`src/rtl/armleocpu_csr_m.sv`:
```
// armleocpu_csr_m: machine/user CSR file with trap sequencing and cycle/instret counters
module armleocpu_csr_m #(
  parameter int          COUNTER_WIDTH = 64,
  parameter logic [31:0] MTVEC_RESET   = 32'h0000_0000,
  parameter int          HART_ID       = 0
) (
  input  logic        clk,
  input  logic        rst_n,
  input  logic [3:0]  csr_cmd,
  input  logic [11:0] csr_address,
  input  logic [31:0] csr_writedata,
  input  logic [31:0] csr_exc_cause,
  input  logic [31:0] csr_exc_epc,
  input  logic        instret_incr,
  output logic        csr_invalid,
  output logic [31:0] csr_readdata,
  output logic [31:0] csr_next_pc,
  output logic [1:0]  csr_mcurrent_privilege,
  output logic [31:0] csr_mtvec,
  output logic [31:0] csr_mepc,
  output logic        csr_mstatus_mie
);
  localparam logic [3:0] CMD_WRITE = 4'd1, CMD_READ_SET = 4'd4, CMD_READ_CLEAR = 4'd5;
  localparam logic [3:0] CMD_MRET = 4'd6, CMD_EXC = 4'd7;
  logic mie, mpie, mapped, is_rd, is_wr, we;
  logic [1:0] mpp, priv, wv_mpp;
  logic [31:0] mtvec, mscratch, mepc, mcause, old, wv;
  logic [COUNTER_WIDTH-1:0] cycle, instret;
  logic [63:0] cyc64, ins64;
  assign cyc64 = 64'(cycle);
  assign ins64 = 64'(instret);
  always_comb begin
    mapped = 1'b1;
    old = '0;
    case (csr_address)
      12'h300: old = {19'b0, mpp, 3'b0, mpie, 3'b0, mie, 3'b0};
      12'h305: old = mtvec;
      12'h340: old = mscratch;
      12'h341: old = mepc;
      12'h342: old = mcause;
      12'hF14: old = 32'(HART_ID);
      12'hFC0: old = {30'b0, priv};
      12'hB00, 12'hC00: old = cyc64[31:0];
      12'hB80, 12'hC80: old = cyc64[63:32];
      12'hB02, 12'hC02: old = ins64[31:0];
      12'hB82, 12'hC82: old = ins64[63:32];
      default: mapped = 1'b0;
    endcase
  end
  assign is_rd = csr_cmd >= 4'd2 && csr_cmd <= 4'd5;
  assign is_wr = csr_cmd == CMD_WRITE || (csr_cmd >= 4'd3 && csr_cmd <= 4'd5);
  assign csr_invalid = ((is_rd || is_wr) && (!mapped || (is_wr && &csr_address[11:10]) || csr_address[9:8] > priv))
                     || (csr_cmd == CMD_MRET && priv == 2'b00);
  assign we = is_wr && !csr_invalid;
  assign wv = csr_cmd == CMD_READ_SET ? old | csr_writedata
            : csr_cmd == CMD_READ_CLEAR ? old & ~csr_writedata : csr_writedata;
  assign wv_mpp = (wv[12:11] == 2'b01 || wv[12:11] == 2'b10) ? mpp : wv[12:11];
  assign csr_readdata = (is_rd && !csr_invalid) ? old : '0;
  assign csr_next_pc = csr_cmd == CMD_MRET ? mepc : csr_cmd == CMD_EXC ? mtvec : '0;
  assign csr_mcurrent_privilege = priv;
  assign csr_mtvec = mtvec;
  assign csr_mepc = mepc;
  assign csr_mstatus_mie = mie;
  always_ff @(posedge clk) begin
    if (!rst_n) begin
      mie <= 1'b0;
      mpie <= 1'b0;
      mpp <= 2'b11;
      priv <= 2'b11;
      mtvec <= MTVEC_RESET & ~32'h3;
      mscratch <= '0;
      mepc <= '0;
      mcause <= '0;
      cycle <= '0;
      instret <= '0;
    end else begin
      cycle <= (we && csr_address == 12'hB00) ? COUNTER_WIDTH'({cyc64[63:32], wv})
             : (we && csr_address == 12'hB80) ? COUNTER_WIDTH'({wv, cyc64[31:0]})
             : cycle + COUNTER_WIDTH'(1);
      instret <= (we && csr_address == 12'hB02) ? COUNTER_WIDTH'({ins64[63:32], wv})
               : (we && csr_address == 12'hB82) ? COUNTER_WIDTH'({wv, ins64[31:0]})
               : instret + COUNTER_WIDTH'(instret_incr);
      if (we && csr_address == 12'h300) begin
        mie <= wv[3];
        mpie <= wv[7];
        mpp <= wv_mpp;
      end
      if (we && csr_address == 12'h305) mtvec <= wv & ~32'h3;
      if (we && csr_address == 12'h340) mscratch <= wv;
      if (we && csr_address == 12'h341) mepc <= wv & ~32'h3;
      if (we && csr_address == 12'h342) mcause <= wv;
      if (csr_cmd == CMD_MRET && !csr_invalid) begin
        priv <= mpp;
        mie <= mpie;
        mpie <= 1'b1;
        mpp <= 2'b00;
      end
      if (csr_cmd == CMD_EXC) begin
        mepc <= csr_exc_epc & ~32'h3;
        mcause <= csr_exc_cause;
        mpie <= mie;
        mie <= 1'b0;
        mpp <= priv;
        priv <= 2'b11;
      end
    end
  end
endmodule

```
`config.mk`:
```
export PLATFORM = sky130hd
export DESIGN_NAME = armleocpu_csr_m
export DESIGN_NICKNAME = d
export VERILOG_FILES = /design/src/rtl/armleocpu_csr_m.sv
export SDC_FILE = /design/constraint.sdc
export NUM_CORES = 1
export LEC_CHECK = 0
export ABC_AREA = 1
export CORE_MARGIN = 2
export CORE_UTILIZATION = 40
export DETAILED_ROUTE_END_ITERATION = 8
export PLACE_DENSITY = 0.75
export SLEW_MARGIN = 5
export SYNTH_ARGS = -nofsm -noshare
export SYNTH_HDL_FRONTEND = slang
export SYNTH_SLANG_ARGS = --single-unit
export TNS_END_PERCENT = 50
```
`constraint.sdc`:
```
create_clock -name clk -period 2.7 [get_ports clk]
set_clock_uncertainty 0.05 [all_clocks]
set_input_delay 0.54 -clock clk [delete_from_list [all_inputs] [get_ports clk]]
set_output_delay 0.54 -clock clk [all_outputs]
set_load 0.02 [all_outputs]
```
After elaboration in Yosys (flattened, before gate mapping)
Index checks and enable logic that the tools add are counted.
{"block": "totals", "out_inout_bits": 132, "inputBits": 115, "register_bits": 258, "elab_cells": 109}
{"block": "classes", "n_addsub": 2, "eq_ne": 25, "n_lt_le_gt_ge": 4, "n_reduce_logical": 38, "muxes": 24, "bitwise_logic": 4}
{"op": "$mux W32", "n": 11}
{"op": "$pmux W32 S10", "n": 1}
{"op": "$mux W64", "n": 2}
{"op": "$eq A12 B12 Y1 const B", "n": 10}
{"op": "$add A64 B1 Y64", "n": 1}
{"op": "$add A64 B1 Y64 const B", "n": 1}
{"op": "$eq A12 B10 Y1 const B", "n": 5}
{"op": "$and A32 B32 Y32", "n": 1}
{"op": "$not A32 Y32", "n": 1}
{"op": "$or A32 B32 Y32", "n": 1}
{"op": "$logic_and A1 B1 Y1", "n": 17}
{"op": "$eq A4 B3 Y1 const B", "n": 4}
{"op": "$reduce_or A15 Y1", "n": 1}
{"op": "$reduce_or A2 Y1", "n": 5}
{"op": "$ge A4 B2 Y1 const B", "n": 2}
{"op": "$mux W2", "n": 4}
{"op": "$logic_or A1 B1 Y1", "n": 6}
{"op": "$mux W1", "n": 6}
{"op": "$reduce_bool A2 Y1", "n": 3}
{"op": "$eq A4 B1 Y1 const B", "n": 1}
{"op": "$le A4 B3 Y1 const B", "n": 1}
{"op": "$ne A2 B2 Y1 const B", "n": 2}
{"op": "$reduce_and A2 Y1", "n": 2}
{"op": "$ne A3 B1 Y1 const B", "n": 1}
{"op": "other kinds (7)", "n": 8}

Depth between registers and ports, before layout
Gate-level depths: netlist of run 1.
{"block": "depth", "ltp_word": 14, "mapped_depth": 20, "mapped_depth_nobuf": 19}

Worst setup path after synthesis of run 1
No wires, ideal clock.
{"block": "synth_timing", "path_kind": "input -> output", "startpoint": "in csr_cmd[0]", "endpoint": "out csr_next_pc[12]", "path_buffers": 3, "required_time_ns": 2.110, "t_arrival_ns": 2.331, "setup_slack_ns": -0.221, "cell_stages": 7, "path_cell_list": "inv_1 -> nor3_1 -> inv_1 -> clkbuf_1 -> clkbuf_1 -> buf_1 -> o22ai_1"}
{"block": "synth_between", "elab_chain_len": 3, "word_cells_on_any_way": 4, "cone_classes": "2 x eq/ne; 2 x mux"}
{"element": "from (decl)", "line": "9", "text": "input logic [3:0] csr_cmd,"}
{"element": "$eq A4 B3 Y1", "line": "59", "text": "assign csr_next_pc = csr_cmd == CMD_MRET ? mepc : csr_cmd == CMD_EXC ? mtvec : '0;"}
{"element": "$mux W32", "line": "59"}
{"element": "$mux W32 (*)", "line": "59"}
{"element": "to (decl)", "line": "17", "text": "output logic [31:0] csr_next_pc,"}
Mark *: on every way between the ends. The rest lies on a longest branch, timed or not.

Worst setup path in the final report of run 1
{"block": "layout_timing", "startpoint": "reg priv[1], in the netlist csr_mcurrent_privilege[1]", "endpoint": "out csr_readdata[19]"}
{"block": "layout_between", "elab_chain_len": 7, "word_cells_on_any_way": 9, "cone_classes": "1 x order compare; 1 x mux; 7 x reduce/logical"}
{"element": "from (decl)", "line": "26", "text": "logic [1:0] mpp, priv, wv_mpp;"}
{"element": "from (signal assigned)", "line": "93", "text": "priv <= mpp;"}
{"element": "$gt A2 B2 Y1", "line": "52", "text": "assign csr_invalid = ((is_rd || is_wr) && (!mapped || (is_wr && &csr_address[11:10]) || csr_address[9:8] > pri ..."}
{"element": "$logic_or A1 B1 Y1", "line": "52"}
{"element": "$logic_and A1 B1 Y1", "line": "52"}
{"element": "$logic_or A1 B1 Y1 (*)", "line": "53", "text": "|| (csr_cmd == CMD_MRET && priv == 2'b00);"}
{"element": "$logic_not A1 Y1 (*)", "line": "58", "text": "assign csr_readdata = (is_rd && !csr_invalid) ? old : '0;"}
{"element": "$logic_and A1 B1 Y1 (*)", "line": "58"}
{"element": "$mux W32 (*)", "line": "58"}
{"element": "to (decl)", "line": "16", "text": "output logic [31:0] csr_readdata,"}
Marked as above.

==> results of run 1 <==
-- cell usage in the layout, fill, tap and decap left out, drive strengths merged, types with 67 or more instances in the layout --
cell	instances
nand2	1080
buf	576
nor2	504
inv	332
dfxtp	258
nand3	251
o21ai	191
clkdlybuf4s50	158
a21oi	125
xor2	102
nor3	67
-- report_power, final --
| group | switching [mW] | internal (mW) | total [mW] |
|---|---|---|---|
| sequential | 0.0399 | 3.85 | 3.89 |
| combinational | 0.768 | 0.583 | 1.35 |
| clock | 1.92 | 2.52 | 4.44 |
| total | 2.73 | 6.96 | 9.69 |
-- stage by stage --
stage	instances	TNS [ps]	hold WS [ps]	power, mW
final	4543	-13580	407	9.69
after global routing	4541	-16090	427	9.85
after CTS	4529	-16640	401	9.58
after detailed placement	4423	-224370	392	5.13
after global placement	4423	-216300	391	5.12
after floorplan	3296	-3880	375	4.39
-- per-layer routing --
metal  vias up  global-route usage [%]  routed length (microns)
met5         -                       0                       29
met4         4                    29.4                     9090
met3       464                    14.6                    14700
met2      1866                    65.7                    45300
met1     11700                    53.9                    40500
li1      11700                       -                        -
-- flip-flops by register name (all words and copies together) (netlist names) --
register,flops
csr_mtvec,30
cyc64,64
mcause,32
mpie,1
ins64,64
mscratch,32
csr_mepc,30
csr_mstatus_mie,1
csr_mcurrent_privilege,2
mpp,2
-- worst paths after layout --
path	to	slack, ps
worst min register to register	mscratch[16]$_SDFFE_PN0P_	410
worst max register to register	cyc64[58]$_SDFFE_PN0N_	170
worst min-delay path	mscratch[16]$_SDFFE_PN0P_	410
worst max-delay path	csr_readdata[19]	-550
-- synth_stat cells --
master	count	area share [%]
inv_1	325	6.5
clkinv_1	1	0.020
nand3_1	249	6.7
buf_1	10	0.20
o21ai_1	13	0.35
o21ai_0	178	4.8
buf_4	16	0.64
o21bai_1	1	0.040
nand3b_1	29	1.2
o21a_1	1	0.040
a21boi_0	2	0.080
dfxtp_1	258	28
nand2_4	1	0.060
nand3_4	1	0.094
xor2_1	102	4.8
clkbuf_1	77	1.5
inv_2	9	0.18
ha_1	5	0.33
nand4_2	1	0.067
nand2_2	2	0.067
nor3_1	66	1.8
and3_1	2	0.067
o22ai_1	46	1.5
nand4_1	50	1.7
nand2_1	1077	22
buf_6	2	0.12
a21oi_1	125	3.3
nor2_2	5	0.17
buf_2	58	1.5
nor2_1	495	9.9
nor3_2	1	0.053
nor3b_1	1	0.040
conb_1	1	0.020
and2_1	1	0.033
o211ai_1	6	0.24
nor2_4	4	0.24
nand3_2	1	0.053
or2_2	5	0.17
xnor2_1	11	0.51
nor4_1	22	0.73
a31oi_1	31	1.0
-- worst max-delay path: stages, from the launching register on --
cell and delay (ps):
dfxtp_2 330, inv_2 50, ha_4 210, a21oi_2 110, a21oi_1 60, a21oi_2 130
nand2_2 100, a21boi_4 180, nand2_4 150, buf_12 200, buf_6 120, a31oi_4 150
buf_6 140, buf_6 110
-- logic make-up after synthesis --
kind of cell	count (synthesis)
AOI/OAI and AO/OA	403
xor gates and xnor gates	113
adders and majority gates	5
buffers and inverters	498
DFF	258
other	1
and+or+nand+nor	2013
-- cell type report --
cell class / count / share of cell area (%)
Tap cell: 607 / 2.69
Clock inverter: 12 / 0.506
Inverter: 335 / 4.51
Antenna cell: 3 / 0.0266
Multi-Input combinational cell: 2540 / 44.5
Sequential cell: 258 / 18.3
Clock buffer: 43 / 3.19
Timing Repair Buffer: 745 / 26.3
-- timing repair --
action / CTS / global route
cloned: 13 / 2
setup buffers: 46 / 12
gates resized for setup: 594 / 114
endpoints found under the setup margin: 209 / 153
pin swaps: 50 / 19
==> results.md, run 1 <==
* Status: finished with violations
* Failing checks: setup timing
* Placer Congestion at 1.10
* Slew margin rel. at 52.9%
* Sequential cell area at 0.00517 sq mm
* Worst path required time at approximately 2100 ps
* Yosys warns at 0
* GR Util All Layers at 44.0%
* Setup repair after global routing missed its margin: true
* Final routed DRC violation total at 0
* Part of the Yosys area used for sequential elements at approximately 28%
* Post-layout util at 60.8%
* Area added between synthesis and finish at 50.6%
* Post-synthesis xor/xnor area fraction at 5.28%
* Max Fanout on Critical Path at 5
* Ratio of total power to cell area at about 340 mW/mm^2
* Area of the die at 0.0486 sq mm
* Clock latency on the worst-skew pair at about 620 ps
* CP startpoint kind: flip-flop
* Mean Syn Cell Area at 5.69 sq um
* Combinational family with the most area after synthesis: simple AND/OR/NAND/NOR gates
* Final Max Tran Viols at 0
* Effective utilization at floorplan at 40.4%
* Mux contribution to synthesized area at 0%
* Die X at 220 microns
* Crit path capture type: output pin
* Fraction of layout cells with a size suffix above 1 at 20.8%
* Total of buffers placed on input and output ports at 238
* Vias at between 20000 and 30000
* Worst Max-Slew Pin Slew at 704 ps
* Launching instance or port of the critical path: csr_mcurrent_privilege[1]$_SDFFE_PP1P_
* CTS Hold Buffers Added at 0
* Drt first pass iters at 8
* Class of the most critical hold timing path: flip-flop to flip-flop
* Inserted Clock Buffers at 31
* DRC marker count from the first detailed-route iteration at between 3000 and 4000
* I/O pin count at 247
* Mapped cell area at between 0.015 and 0.02 sq mm
* Peak supply drop at 0.000490 V
* Post-DR wirelength/cell at 24.1 microns
* WS Path Type: flip-flop to output pin
* Share of the cycle needed by the critical path after routing at 120%
* Complex-gate fraction of the synthesized area at 11.4%
* Area taken by multi-input logic gates at ~0.013 sq mm
* Root buffer selected by CTS: clkbuf_16
* Largest net degree at the start of global routing at 90
* Startpoint of the most critical hold path: mscratch[16]$_SDFFE_PN0P_
* Clock tree from TritonCTS: done
* Finished layout cell area at 0.0282 sq mm
* Worst setup slack after placement at -1540 ps
* Highest attainable clock frequency at approximately 300 MHz
* Static leakage at about 13 nW
* Clk sink count at 258
* Number of cells on the worst reg-to-reg path at 12
* Die boundary height at 220 microns
* Finish-stage setup viols at 38
* Count of different cell masters after synthesis at 41
* Htree depth at 1
* Synthesized-area fraction occupied by and/or/nand/nor cells at 44.6%
* Buffers from clock root to sink, at most at 3
* Total count of hold-check failures in the final report at 0
* Crit Reg-Reg Startpoint: cyc64[14]$_SDFFE_PN0P_
* Antenna Violating Nets Remaining at 0
* Post-Synth Adder-Cell Area at 0.334%
* Nets at 4031
* Post-detailed-routing wire length at between 100 and 150 mm
* Number of placement rows at 79
* Standard cell area after detailed placement at 0.0253 sq mm
* Number of maximum-capacitance constraint violations at 0
* Global-route wire length before repair at about 160 mm
* Arr. time, crit path at 2660 ps
* #FFs+latches synth at 258
* Clock-pin slew reported for the worst setup and hold paths after clock tree synthesis at 70 ps
* Final HPWL DP at around 83 mm
* Number of global-route vias before repair at approximately 24000
* Post-synthesis instance total at 3291
* Via density at approximately 5.7
* Final setup slack of the worst path at -549 ps
* Count of cells along the worst hold path at 2
* Core Region at around 0.046 sq mm
* Count of filler cells inserted in the layout at 4313
* Crit path time final at 3250 ps
* Total global routing overflow at 0
* Initial antenna violation count at 6
(Power assumes the default switching activity.)
==> run 2, diff against run 1 <==
--- a/config.mk
+++ b/config.mk
@@ -6,6 +6,7 @@
 export NUM_CORES = 1
 export LEC_CHECK = 0
 export ABC_AREA = 1
+export CAP_MARGIN = 10
 export CORE_MARGIN = 2
 export CORE_UTILIZATION = 40
 export DETAILED_ROUTE_END_ITERATION = 8
==> results of run 2 <==
The final DEF is identical to that of run 1; final timing and power are the same.
